===== src/rtl/multicycle_datapath_pkg.sv =====
// Shared definitions for the multicycle core: opcodes, ALU functions, FSM states, field slicers.
package multicycle_datapath_pkg;

   localparam int unsigned INSTR_W = 16;
   localparam int unsigned REG_AW  = 3;

   localparam logic [3:0] OP_LW   = 4'd0;
   localparam logic [3:0] OP_SW   = 4'd1;
   localparam logic [3:0] OP_R    = 4'd2;
   localparam logic [3:0] OP_ADDI = 4'd3;
   localparam logic [3:0] OP_BEQ  = 4'd4;
   localparam logic [3:0] OP_BNE  = 4'd5;
   localparam logic [3:0] OP_JMP  = 4'd6;
   localparam logic [3:0] OP_HALT = 4'd7;

   localparam logic [2:0] FN_ADD = 3'd0;
   localparam logic [2:0] FN_SUB = 3'd1;
   localparam logic [2:0] FN_AND = 3'd2;
   localparam logic [2:0] FN_OR  = 3'd3;
   localparam logic [2:0] FN_SLT = 3'd4;
   localparam logic [2:0] FN_SLL = 3'd5;
   localparam logic [2:0] FN_SRL = 3'd6;
   localparam logic [2:0] FN_XOR = 3'd7;

   typedef enum logic [2:0] {
      S_FETCH,
      S_DECODE,
      S_EXEC,
      S_MEM,
      S_WB,
      S_HALT
   } state_t;

   function automatic logic [3:0] f_op(input logic [INSTR_W-1:0] ir);
      return ir[15:12];
   endfunction

   function automatic logic [REG_AW-1:0] f_rs(input logic [INSTR_W-1:0] ir);
      return ir[11:9];
   endfunction

   function automatic logic [REG_AW-1:0] f_rt(input logic [INSTR_W-1:0] ir);
      return ir[8:6];
   endfunction

   function automatic logic [REG_AW-1:0] f_rd(input logic [INSTR_W-1:0] ir);
      return ir[5:3];
   endfunction

   function automatic logic [2:0] f_fn(input logic [INSTR_W-1:0] ir);
      return ir[2:0];
   endfunction

endpackage


===== src/rtl/multicycle_datapath_regfile.sv =====
// Eight-entry register file: two asynchronous read ports, one synchronous write port, r0 reads zero.
module mc_regfile
   import multicycle_datapath_pkg::*;
#(
   parameter int unsigned DATA_W = 16
) (
   input  logic              clk,
   input  logic              reset,
   input  logic [REG_AW-1:0] raddr_a,
   input  logic [REG_AW-1:0] raddr_b,
   output logic [DATA_W-1:0] rd_a_c,
   output logic [DATA_W-1:0] rd_b_c,
   input  logic              we,
   input  logic [REG_AW-1:0] waddr,
   input  logic [DATA_W-1:0] wdata
);

   logic [DATA_W-1:0] regs [8];

   always_ff @(posedge clk) begin
      if (reset) begin
         for (int i = 0; i < 8; i++) regs[i] <= '0;
      end else if (we && (waddr != REG_AW'(0))) begin
         regs[waddr] <= wdata;
      end
   end

   assign rd_a_c = (raddr_a == REG_AW'(0)) ? '0 : regs[raddr_a];
   assign rd_b_c = (raddr_b == REG_AW'(0)) ? '0 : regs[raddr_b];

endmodule


===== src/rtl/multicycle_datapath.sv =====
// Multicycle core: control FSM plus datapath sharing one req/ack memory port for fetch and load/store.
module multicycle_datapath
   import multicycle_datapath_pkg::*;
#(
   parameter int unsigned       DATA_W   = 16,
   parameter int unsigned       ADDR_W   = 16,
   parameter logic [ADDR_W-1:0] RESET_PC = '0
) (
   input  logic              clk,
   input  logic              reset,
   output logic              mem_req,
   output logic              mem_we,
   output logic [ADDR_W-1:0] mem_addr,
   output logic [DATA_W-1:0] mem_wdata,
   input  logic [DATA_W-1:0] mem_rdata,
   input  logic              mem_ack,
   output logic [ADDR_W-1:0] pc_out,
   output logic              halted,
   output logic              illegal
);

   state_t               state;
   logic [INSTR_W-1:0]   ir;
   logic [ADDR_W-1:0]    pc;
   logic [ADDR_W-1:0]    br_target;
   logic [DATA_W-1:0]    a;
   logic [DATA_W-1:0]    b;
   logic [DATA_W-1:0]    alu_out;
   logic [DATA_W-1:0]    mdr;

   logic [3:0]           op;
   logic [DATA_W-1:0]    imm_d;
   logic [ADDR_W-1:0]    imm_br;
   logic [DATA_W-1:0]    rf_a;
   logic [DATA_W-1:0]    rf_b;
   logic [DATA_W-1:0]    alu_res;
   logic [DATA_W-1:0]    addr_sum;
   logic [ADDR_W-1:0]    pc_plus2;
   logic [ADDR_W-1:0]    ctl_next;
   logic                 rf_we;
   logic [REG_AW-1:0]    rf_waddr;
   logic [DATA_W-1:0]    rf_wdata;

   assign op       = f_op(ir);
   assign imm_d    = {{(DATA_W-6){ir[5]}}, ir[5:0]};
   assign imm_br   = {{(ADDR_W-7){ir[5]}}, ir[5:0], 1'b0};
   assign addr_sum = a + imm_d;
   assign pc_plus2 = pc + ADDR_W'(2);
   assign pc_out   = pc;

   mc_regfile #(.DATA_W(DATA_W)) u_regfile (
      .clk     (clk),
      .reset   (reset),
      .raddr_a (f_rs(ir)),
      .raddr_b (f_rt(ir)),
      .rd_a_c  (rf_a),
      .rd_b_c  (rf_b),
      .we      (rf_we),
      .waddr   (rf_waddr),
      .wdata   (rf_wdata)
   );

   // Write-back: R-type targets rd, LW/ADDI target rt; loads come from MDR.
   assign rf_we    = (state == S_WB);
   assign rf_waddr = (op == OP_R) ? f_rd(ir) : f_rt(ir);
   assign rf_wdata = (op == OP_LW) ? mdr : alu_out;

   always_comb begin
      alu_res = '0;
      case (f_fn(ir))
         FN_ADD:  alu_res = a + b;
         FN_SUB:  alu_res = a - b;
         FN_AND:  alu_res = a & b;
         FN_OR:   alu_res = a | b;
         FN_SLT:  alu_res = DATA_W'($signed(a) < $signed(b));
         FN_SLL:  alu_res = a << b[3:0];
         FN_SRL:  alu_res = a >> b[3:0];
         FN_XOR:  alu_res = a ^ b;
         default: alu_res = '0;
      endcase
   end

   // Control-transfer destination resolved in EXEC; PC already points past the branch.
   always_comb begin
      ctl_next = pc;
      if (op == OP_JMP) begin
         ctl_next = {pc[ADDR_W-1:13], ir[11:0], 1'b0};
      end else if (((op == OP_BEQ) && (a == b)) || ((op == OP_BNE) && (a != b))) begin
         ctl_next = br_target;
      end
   end

   always_ff @(posedge clk) begin
      if (reset) begin
         state     <= S_FETCH;
         pc        <= RESET_PC;
         ir        <= '0;
         br_target <= '0;
         a         <= '0;
         b         <= '0;
         alu_out   <= '0;
         mdr       <= '0;
         mem_req   <= 1'b0;
         mem_we    <= 1'b0;
         mem_addr  <= RESET_PC;
         mem_wdata <= '0;
         halted    <= 1'b0;
         illegal   <= 1'b0;
      end else begin
         case (state)
            S_FETCH: begin
               if (!mem_req) begin
                  mem_req  <= 1'b1;
                  mem_we   <= 1'b0;
                  mem_addr <= pc;
               end else if (mem_ack) begin
                  ir      <= mem_rdata[INSTR_W-1:0];
                  pc      <= pc_plus2;
                  mem_req <= 1'b0;
                  state   <= S_DECODE;
               end
            end
            S_DECODE: begin
               a         <= rf_a;
               b         <= rf_b;
               br_target <= pc + imm_br;
               if ((op == OP_HALT) || op[3]) begin
                  halted  <= 1'b1;
                  illegal <= op[3];
                  state   <= S_HALT;
               end else begin
                  state <= S_EXEC;
               end
            end
            S_EXEC: begin
               case (op)
                  OP_LW, OP_SW: begin
                     alu_out   <= addr_sum;
                     mem_req   <= 1'b1;
                     mem_we    <= (op == OP_SW);
                     mem_addr  <= ADDR_W'(addr_sum);
                     mem_wdata <= b;
                     state     <= S_MEM;
                  end
                  OP_R: begin
                     alu_out <= alu_res;
                     state   <= S_WB;
                  end
                  OP_ADDI: begin
                     alu_out <= addr_sum;
                     state   <= S_WB;
                  end
                  OP_BEQ, OP_BNE, OP_JMP: begin
                     pc       <= ctl_next;
                     mem_req  <= 1'b1;
                     mem_we   <= 1'b0;
                     mem_addr <= ctl_next;
                     state    <= S_FETCH;
                  end
                  default: begin
                     halted  <= 1'b1;
                     illegal <= 1'b1;
                     state   <= S_HALT;
                  end
               endcase
            end
            S_MEM: begin
               if (mem_req && mem_ack) begin
                  if (mem_we) begin
                     mem_we   <= 1'b0;
                     mem_addr <= pc;
                     state    <= S_FETCH;
                  end else begin
                     mdr     <= mem_rdata;
                     mem_req <= 1'b0;
                     state   <= S_WB;
                  end
               end
            end
            S_WB: begin
               mem_req  <= 1'b1;
               mem_we   <= 1'b0;
               mem_addr <= pc;
               state    <= S_FETCH;
            end
            S_HALT: begin
               mem_req <= 1'b0;
               halted  <= 1'b1;
            end
            default: begin
               mem_req <= 1'b0;
               state   <= S_FETCH;
            end
         endcase
      end
   end

endmodule


===== config.mk =====
export PLATFORM = sky130hd
export DESIGN_NAME = multicycle_datapath
export DESIGN_NICKNAME = d
export VERILOG_FILES = /design/src/rtl/multicycle_datapath_pkg.sv /design/src/rtl/multicycle_datapath_regfile.sv /design/src/rtl/multicycle_datapath.sv
export SDC_FILE = /design/constraint.sdc
export NUM_CORES = 1
export LEC_CHECK = 0
export BUFFER_PORTS_ARGS = -buffer_cell sky130_fd_sc_hd__buf_2
export CORE_UTILIZATION = 40
export CTS_CLUSTER_DIAMETER = 80
export DETAILED_ROUTE_END_ITERATION = 10
export GPL_ROUTABILITY_DRIVEN = 0
export SLEW_MARGIN = 10
export SYNTH_ARGS = -nofsm -noshare
export SYNTH_HDL_FRONTEND = slang
export SYNTH_SLANG_ARGS = --single-unit

===== constraint.sdc =====
create_clock -name clk -period 4.2 [get_ports clk]
set_input_delay 0.42 -clock clk [delete_from_list [all_inputs] [get_ports clk]]
set_output_delay 0.42 -clock clk [all_outputs]
set_load 0.02 [all_outputs]

Word-level counts from Yosys, hierarchy flattened
Memories as Yosys holds them, arrays and structs flattened. A register that Yosys moved wholly into a read port is not among the register bits.
Cells that the tools add are included.
Storage, ports and cells
  flip-flop bits (word level): 151
  memory bits (writable): 128
  input bits: 19
  output and inout bits: 52
  word-level logic and storage cells: 147
  memories kept: 1
Memory list
  u_regfile.regs: words 8, width 16, rd ports 2, clocked after Yosys merged registers in 2, wr ports 8, line multicycle_datapath_regfile.sv:18  | logic [DATA_W-1:0] regs [8];
Operators by class
  add/subtract/negate cells: 5
  $lt $le $gt $ge: 1
  equal/unequal tests: 32
  shift operators: 2
  mux-type cells: 51
  bitwise gates (word level): 6
  reductions and logical operators: 35
Operators with widths (number)
  2-to-1 mux 16 bit: 12
  case mux 16 bit (8 select lines): 1
  case mux 16 bit (2 select lines): 3
  case mux 16 bit (4 select lines): 1
  adder 16 bit: 3
  2-to-1 mux 3 bit: 11
  != test 2 bit (second input constant): 10
  == test 3 bit (second input constant): 6
  adder 16 x 2 -> 16 bit (second input constant): 1
  bitwise AND 16 bit: 1
  == test 16 bit: 1
  == test 4 x 3 -> 1 bit (second input constant): 4
  < comparator 16 bit: 1
  2-to-1 mux 1 bit: 16
  != test 16 bit: 1
  bitwise OR 16 bit: 1
  AND reduction 4 bit: 4
  OR reduction 16 bit: 1
  << shifter 16 x 4 -> 16 bit: 1
  >> shifter 16 x 4 -> 16 bit: 1
  subtractor 16 bit: 1
  XOR 16 bit: 1
  case mux 3 bit (5 select lines): 1
  == test 3 x 2 -> 1 bit (second input constant): 4
  24 further kinds: 45

Longest topological paths before layout
Gate-level depths: netlist (run 1).
  depth after elaboration: 9
  depth in mapped cells: 15

Hierarchy
A second synthesis (run 1) with hierarchy kept.
Second synthesis, totals
  cell total of the unflattened synthesis: 2058
  area total of the unflattened synthesis: 17922.2 µm²
By module, submodules not included
  multicycle_datapath: instances 1, cells an instance 1592, area an instance 11763.8 µm², sequential area each 3022.9 µm²
  mc_regfile: instances 1, cells an instance 466, area an instance 6158.4 µm², sequential area each 3363.2 µm²

Worst setup path before layout (run 1)
No wires, ideal clock.
  path kind: register to register
  start point: register b[1]
  end point: register mem_addr[0]
  setup time: 0.128 ns
  data arrival time: 3.212 ns
  setup slack: 0.860 ns
  stages on the path, launching flop included: 16
  path buffers: 4
  period minus slack after synthesis: 3.340 ns
  path through: dfxtp_1 -> buf_2 -> buf_2 -> buf_2 -> inv_1 -> ha_1 -> nor4_1 -> nand3_1 -> o31a_1 -> o21ai_2 -> buf_6 -> mux2_2 -> a221oi_1 -> nor2_1 -> a21oi_1 -> nor2_1
On the way
  cells in the longest elaborated chain, start to end: 7
RTL lines
  start, declared: line multicycle_datapath.sv:27  | logic [DATA_W-1:0] b;
  start signal, assigned: line multicycle_datapath.sv:125  | b <= rf_b;
  == test 16 bit or != test 16 bit (tied branches): line multicycle_datapath.sv:88  | end else if (((op == OP_BEQ) && (a == b)) || ((op == OP_BNE) && (a != b))) begin
  logical AND 1 bit: line multicycle_datapath.sv:88
  logical OR 1 bit *: line multicycle_datapath.sv:88
  2-to-1 mux 16 bit *: line multicycle_datapath.sv:88
  2-to-1 mux 16 bit *: line multicycle_datapath.sv:86  | if (op == OP_JMP) begin
  case mux 16 bit (2 select lines) *: line multicycle_datapath.sv:136  | case (op)
  case mux 16 bit (4 select lines) *: line multicycle_datapath.sv:110  | case (state)
  end signal, assigned: line multicycle_datapath.sv:115  | mem_addr <= pc;
  end signal, assigned: line multicycle_datapath.sv:141  | mem_addr <= ADDR_W'(addr_sum);
  end signal, assigned: line multicycle_datapath.sv:157  | mem_addr <= ctl_next;
  end, declared: line multicycle_datapath.sv:13  | output logic [ADDR_W-1:0] mem_addr,
Mark *: on every way between the ends. The rest lies on a longest branch, timed or not.
A chain may end at the register's enable or synchronous reset.

Worst setup path after layout (run 1)
  start point: register b[2]
  end point: register alu_out[7]
On the way
  cells in the longest elaborated chain, start to end: 3
RTL lines
  subtractor 16 bit, or another cell as far along: line multicycle_datapath.sv:72  | FN_SUB: alu_res = a - b;
  case mux 16 bit (8 select lines) *: line multicycle_datapath.sv:70  | case (f_fn(ir))
  case mux 16 bit (2 select lines) *: line multicycle_datapath.sv:136
  end signal, assigned: line multicycle_datapath.sv:138  | alu_out <= addr_sum;
  end signal, assigned: line multicycle_datapath.sv:146  | alu_out <= alu_res;
  end signal, assigned: line multicycle_datapath.sv:150  | alu_out <= addr_sum;
  end, declared: line multicycle_datapath.sv:28  | logic [DATA_W-1:0] alu_out;
Marks and branches as above.

==> results.md, run 1 <==
Worst hold path:
- The number of cells on the worst hold path is 3.
- The startpoint identified for the worst hold timing path is mem_rdata[6].
- In this run the worst hold path is classified as in -> reg.

Place:
- The count of buffers added on input and output ports is 70.
- The post-placement cell count is 2576.
- The HPWL after detailed placement is 44.85 mm.
- The post-detailed-placement cell area is 19140 sq um.

CTS:
- The number of levels the H-tree was split into is 2.
- TritonCTS built the clock tree.
- The number of buffers inserted by post-CTS setup repair is 0.
- Counting every sink on the clock net gives 285.
- The root cell of the clock tree is sky130_fd_sc_hd__clkbuf_16.
- The number of CTS-inserted buffers is 35.
- The clock latency on the worst-skew pair is ~0.56 ns.
- The clock slew seen by the registers of the worst setup and hold paths is 0.06 ns.
- The worst-case clock buffer depth is 3.
- The cts-stage hold buffer count is 0.
- In this run, post-CTS repair resized a total of 0 instances.

Finish:
- The design area is 20270 sq um.
- The fraction of layout cells with a size suffix above 1 is 16.06%.
- Once layout is complete, the cells apart from fillers number 2640.
- The antenna cell count is 0.
- The multi-input combinational cells in the finished layout cover a total of 10310 sq um.
- The area occupied by registers is 6990 sq um.
- The layout-stage area growth over the synthesis result is 12.87%.
- The total number of nets in the final design is 2123.
- The final core utilization is 45.84%.
- The fill cell instance count of the final layout is around 4200.

Floorplan:
- The core region area is between 40000 and 50000 sq um.
- The die height is 213.9 um.
- The full die area is ~46000 sq um.
- The floorplan has between 70 and 80 rows.
- The total I/O pin count is 71.
- The die is approximately 210 um wide.
- The initial core utilization is 40.61%.

Global routing:
- The via count of the first global-routing pass is 15360.
- The final global-route overflow total is 0.
- The first global-routing pass estimated around 94 mm of wire.
- Global routing used 27.46% of the available tracks.
- The number of antenna violations at the first check in global routing is 0.
- The maximum number of pins on one net before global-route repair is just over 60.

STA:
- The worst-case hold slack is around 0.12 ns.
- Setup repair after global routing left no endpoint under its margin.
- The worst path in the final design needs a cycle of 3.527 ns, including I/O delays and setup.
- After routing, the total negative slack on setup checks comes to 0 ns.
- Of the available clock period, the critical path in the final layout requires a little over four fifths.
- The highest achievable clock rate is 283.5 MHz.
- The final count of negative-setup-slack endpoints is 0.
- The final worst clock skew is 0.02238 ns.
- The remaining max-slew budget at the tightest pin is 19.52%.
- The transition time at the pin with the least slew margin is 1.203 ns.
- The final max-slew violation count is 0.
- The number of hold violations in the final report is 0.

Setup path:
- The worst-path maximum fanout is 11.
- The signal on the critical path passes through inv_2 > ha_1 > nor2_1 > a221oi_1 > o21bai_1 > a21oi_1 > o21bai_1 > a221o_1 > a211oi_1 > nor3_1.
- The type of origin of the critical path is a register.
- For this run, the slowest stage of the critical path takes 0.80 ns.
- The data required time at the worst endpoint is 4.60 ns.
- In this run the critical register-to-register path is launched from b[2].
- The cell with the most instances on the worst path is sky130_fd_sc_hd__o21bai_1.
- For this design, the slowest cell found on the critical path is sky130_fd_sc_hd__a211oi_1.
- Data on the critical path arrives at its endpoint at around 4 ns.
- The kind of end point of the critical path is a register.
- The number of cells traversed by the worst register-to-register path is 10.
- The most critical setup path has its startpoint at b[2].
- The worst setup path is of the reg -> reg kind.

Power:
- The worst-case IR drop observed on VDD is 0.3466 mV.
- The part of the total power dissipated in the clock network is about two fifths.
- Dividing total power by cell area gives a power density of ~370 nW/um^2.
- Net switching is 29.98% of the power.
- The proportion of power drawn by combinational gates is 18.1%.
- In this run, flip-flops and latches consume 41.8% of the power.
- The switching power is 2247 uW.
- In this run the static leakage power is 0.007385 uW.
- The internal power of the cells totals 5250 uW.

Yosys:
- The number of library cell types mapped by synthesis is 74.
- The post-synthesis sequential area ratio is 38.90%.
- Counting instances in the post-synthesis netlist gives the leading cell types as 306 x sky130_fd_sc_hd__nor2_1, 230 x sky130_fd_sc_hd__nand2_1, 192 x sky130_fd_sc_hd__a21oi_1, 157 x sky130_fd_sc_hd__dfxtp_1, 128 x sky130_fd_sc_hd__edfxtp_1.
- The largest area contributor in the netlist is sky130_fd_sc_hd__edfxtp_1.
- After synthesis, the cell types taking the most area are sky130_fd_sc_hd__edfxtp_1 21%, sky130_fd_sc_hd__dfxtp_1 18%, sky130_fd_sc_hd__mux4_2 9.3%.
- After technology mapping, the gate count stands at 1956.
- Among all flip-flop cells after synthesis, the most frequent one is sky130_fd_sc_hd__dfxtp_1.
- The most repeated cell in the gate-level netlist after synthesis is sky130_fd_sc_hd__nor2_1.
- Averaged over all synthesized cells, the footprint is 9.182 sq um.
- Summed over its instances, the top area cell type makes up 21.40% of the synthesized netlist area.
- The count of state elements after synthesis is 285.
- In this run the cell area of the synthesized design comes to around 18000 sq um.
- The synthesis warning total is 0.
- The number of flops mapped to enable cells by yosys is 128.
- The async set-or-reset flop fraction in the synthesized netlist is 0%.

Detailed routing:
- The number of DRC markers after the initial detailed-route iteration is 1947.
- The via total after detailed routing is 16260.
- The first-pass iteration count of the detailed router is 8.
- The average wire per standard cell is 23.66 um.
- Using the TritonRoute via totals, the vias-per-cell ratio works out to 6.159.
- For this run, design rule violations remaining after detail routing come to 0.
- The routed design has 62.45 mm of wire.
- The number of routed nets with antenna violations is 0.

Run:
- The max-cap check violation count is 0.

Run status:
- The flow ran to the end, and the final reports show no timing, DRC or antenna violations.
-- per-layer routing --
layer,global-route usage [%],wire [um],vias up
met5,0,0,-
met4,11.60,2752,0
met3,5.873,6125,184
met2,44.04,28680,876
met1,35.80,24900,7898
li1,-,-,7303
-- power groups by stage --
stage / Combinational, uW / Clock (uW) / Sequential (uW)
CTS: 1330 / 3030 / 3130
floorplan: 900 / 0 / 3150
global route: 1450 / 3140 / 3150
finish: 1360 / 3000 / 3140
detailed placement: 1320 / 0 / 3190
global placement: 1320 / 0 / 3190
-- final cells by class --
cell class / instances / share of cell area [%]
Multi-Input combinational cell: 1501 / 50.88
Inverter: 59 / 1.092
Clock inverter: 17 / 0.7036
Tap cell: 592 / 3.654
Clock buffer: 47 / 4.894
Timing Repair Buffer: 139 / 4.296
Sequential cell: 285 / 34.48
-- critical path: cells and delay by family (launching register included) --
family                   cells  cell delay (ns)
AO/OA/AOI/OAI                6             2.08
AND/OR/NAND/NOR              2             0.17
adder cells (fa/ha/maj)      1             0.47
buffers and inverters        1             0.19
flip-flops                   1             0.47
-- per-stage QoR --
| stage | power, uW | setup WS, ns |
|---|---|---|
| CTS | 7494 | 0.7354 |
| global placement | 4507 | 0.8004 |
| floorplan | 4053 | 0.8600 |
| detailed placement | 4514 | 0.7728 |
| global route | 7738 | 0.4810 |
| finish | 7497 | 0.6725 |
-- state kept, by name, indices dropped and copies added (netlist names), named ones only --
signal and flops:
u_regfile.regs 128, a 16, alu_out 16, b 16, br_target 16, ir 16
mdr 16, mem_addr 16, mem_wdata 16, pc_out 16, state 3, halted 1
illegal 1, mem_req 1, mem_we 1
-- cells by family (layout without fill, tap and decap cells) --
logic type | count (synthesis) | after routing | share of synthesized area [%]
other | 1 | 16 | 0.02088
XOR/XNOR | 34 | 34 | 1.658
adder cells (fa/ha/maj) | 83 | 83 | 5.950
buffers and inverters | 185 | 262 | 4.034
AO/OA/AOI/OAI | 516 | 516 | 18.16
multiplexers | 177 | 177 | 15.31
AND/OR/NAND/NOR | 675 | 675 | 15.96
flip-flops | 285 | 285 | 38.90
-- worst paths after layout --
check,to,slack (ns)
worst max-delay path,alu_out[7],0.67
worst min-delay path,mdr[6],0.12
worst max register to register,alu_out[7],0.67
worst min register to register,mem_wdata[2],0.45
-- placed cells by master, fill, tap and decap left out, types with 61 or more instances in the layout --
cell type | Yosys | routed
sky130_fd_sc_hd__mux4_2 | 74 | 74
sky130_fd_sc_hd__dfxtp_1 | 157 | 154
sky130_fd_sc_hd__ha_1 | 79 | 79
sky130_fd_sc_hd__buf_4 | 1 | 70
sky130_fd_sc_hd__nor2_1 | 306 | 305
sky130_fd_sc_hd__mux2i_1 | 61 | 61
sky130_fd_sc_hd__edfxtp_1 | 128 | 128
sky130_fd_sc_hd__buf_2 | 9 | 69
sky130_fd_sc_hd__nand2_1 | 230 | 230
sky130_fd_sc_hd__o21ai_0 | 86 | 86
sky130_fd_sc_hd__a21oi_1 | 192 | 192
Power figures use the tool's default switching activity.
==> run 2, diff against run 1 <==
- clock period: 4.2 -> 3.25 ns (I/O delays scaled with it)
==> run 2 against run 1 <==
  * Design area rose by 3.7%
  * Clock power rose by 40%
  * Clock-buffer cell count fell by 5
  * Utilization rose by 1.7 points
  * Global-route usage rose by 0.23 points
  * Worst setup slack got worse by 0.55 ns
  * Sequential share of layout area fell by 1.2 points
  * Critical path type unchanged
  * Largest cell class unchanged
==> results.md, run 2 (synthesis gave the netlist of run 1 again) <==
Finish:
- The total number of nets in the final design is 2193.
- The area used by multi-input combinational logic is 10340 sq um.
- The number of antenna diodes in the final layout is 0.
- The number of flip-flops under the largest register name is 128.
- More flip-flops sit in one register than any other, and that register is u_regfile.regs.
- The sequential cells in the finished layout cover a total of 6990 sq um.
- The most common cell after layout, fill and taps aside is sky130_fd_sc_hd__nor2_1.
- The fill cell instance count of the final layout is 4202.
- The layout-stage area growth over the synthesis result is 17.03%.
- The library cells used most frequently in the layout, excluding fill and tap cells, are 305 x sky130_fd_sc_hd__nor2_1, 230 x sky130_fd_sc_hd__nand2_1, 192 x sky130_fd_sc_hd__a21oi_1.
- The fraction of layout cells with a size suffix above 1 is 19.12%.

Floorplan:
- The initial core utilization is 40.61%.
- The floorplan step set the die width to 213.9 um.
- For this design the top-level I/O count stands at 71.
- The total area inside the core boundary comes to 44220 sq um.
- The die covers 45750 sq um.
- The die height is ~210 um.
- The number of rows created at floorplan is 77.

Detailed routing:
- The routed wire length is 63.38 mm.
- The number of routed nets with antenna violations is 0.
- The DRC violations left is 0.
- The first-pass iteration count of the detailed router is 6.
- The first routing iteration left roughly 2100 violations.
- The average wire per standard cell is 23.39 um.
- The via density per instance is 6.058.
- The via total after detailed routing is 16420.

Place:
- The HPWL after detailed placement is 45.89 mm.
- At the placement stage, the worst setup path has a slack of 0.09524 ns.
- The quantity of I/O buffers inserted on ports is 70.

CTS:
- The worst-case clock buffer depth is 3.
- The root cell of the clock tree is sky130_fd_sc_hd__clkbuf_16.
- The cts-stage hold buffer count is 0.
- The CTS tree is done.
- The number of sinks on the clock net is about 290.
- The clock latency on the worst-skew pair is 0.55 ns.
- The number of CTS-inserted buffers is 35.
- After clock tree synthesis, the clock-pin slew on the worst setup and hold paths is 0.06 ns.
- The H-tree generated during clock tree synthesis spans 2 levels.

STA:
- Setup violations remaining at the end of the flow were counted as 0.
- After routing, the total negative slack on setup checks comes to 0 ns.
- The final max-slew violation count is 0.
- The number of hold violations in the final report is 0.
- The clock arrives with 0.01248 ns of skew.
- Across all setup checks in the final design, the least slack found is 0.1233 ns.
- The post-route minimum period is 3.127 ns.
- Setup repair after global routing left no endpoint under its margin.
- For this run, the top clock speed supported by timing is 319.8 MHz.
- The remaining max-slew budget at the tightest pin is 35.02%.
- The transition time at the pin with the least slew margin is 0.9476 ns.
- Of the available clock period, the critical path in the final layout requires ~96%.

Power:
- Summed over all cells, the static leakage comes to 0.007837 uW.
- In this run the power density over the cells is 482.0 nW/um^2.
- The worst-case IR drop observed on VDD is 0.4078 mV.

Global routing:
- Entering global routing, the biggest net connects 80 pins.
- Summed over all layers, the global routing overflow is 0.
- The number of antenna violations at the first check in global routing came to 1.
- The first global-routing pass estimated about 95 mm of wire.
- Global routing consumed, over all layers together, 27.69% of the routing resources.
- The via count of the first global-routing pass was 15290.

Setup path:
- Data on the critical path arrives at its endpoint at 3.59 ns.
- STA classifies the critical path endpoint as a register.
- On the critical path, the stage with the largest delay is an instance of sky130_fd_sc_hd__a2111oi_0.
- The data required time at the worst endpoint is 3.72 ns.
- STA classifies the critical path startpoint as a register.
- The largest single stage delay on the critical path is 0.46 ns.
- Walking the worst path, the cells encountered are buf_4 > ha_1 > a2111oi_0 > nand3_1 > a41oi_1 > nor2b_1 > xnor2_1 > a221oi_1 > or3_1 > a21oi_1.
- In this run the worst path has a maximum fanout of 8.
- The category of the most critical setup path is reg -> reg.
- The reg-to-reg setup timing slack is around 0.12 ns.

Worst hold path:
- The class of the most critical hold timing path is in -> reg.

Run status:
- The run finished with clean final reports.

Run:
- Across the run, the number of max-cap violations was 0.
run 2: final timing paths:
check        cells after the start           end         start
max                             10  mem_addr[11]          a[6]
min                              3         ir[4]  mem_rdata[4]
max reg2reg                     10  mem_addr[11]          a[6]
min reg2reg                      2  mem_addr[11]  mem_addr[11]
run 2: metal layers:
layer  track usage, %  share of wire, %  vias to the layer above
li1                 -                 -                     7441
met1            37.27                41                     7978
met2            45.13                47                      846
met3            4.657               9.0                      151
met4            9.163               3.3                        2
met5                0             0.017                        -
run 2: cell type report:
| cell class | count | area share (%) |
|---|---|---|
| multi-input cells | 1501 | 49.18 |
| flip-flops and latches | 285 | 33.26 |
| repair buffers | 209 | 7.119 |
| clock buffers | 42 | 4.488 |
| well taps | 592 | 3.524 |
| clock inverters | 22 | 1.375 |
| inverters | 59 | 1.054 |
run 2: critical path, delay by kind of cell, from the launching register on:
kind                       cells  cell delay [ns]
DFF                            1             0.31
adders and majority gates      1             0.39
xor gates and xnor gates       1             0.33
and+or+nand+nor                3             0.73
AOI/OAI and AO/OA              4             1.10
buffers and inverters          1             0.19
run 2: repair_timing:
item	4_1_cts	5_1_grt
buffers inserted	0	2
resized for setup	0	7
endpoints found under the setup margin	0	7
run 2: power breakdown:
group,total (uW),internal [uW],switching [uW]
clock network,4200,2570,1630
registers,4020,3890,136
logic,1910,726,1180
total,10100,7180,2950
run 2: per-stage QoR:
step / cells / hold slack [ns] / util [%] / total power (uW) / instance area [sq um]
after detailed placement: 2644 / 0.4449 / 44.66 / 5937 / 19750
after global routing: 2710 / 0.03000 / 47.53 / 10450 / 21020
final: 2710 / 0.03221 / 47.53 / 10130 / 21020
after CTS: 2708 / 0.01532 / 47.44 / 10120 / 20980
after global placement: 2644 / 0.4418 / 44.66 / 5919 / 19750
after floorplan: 1971 / 0.4244 / - / 5238 / 18020
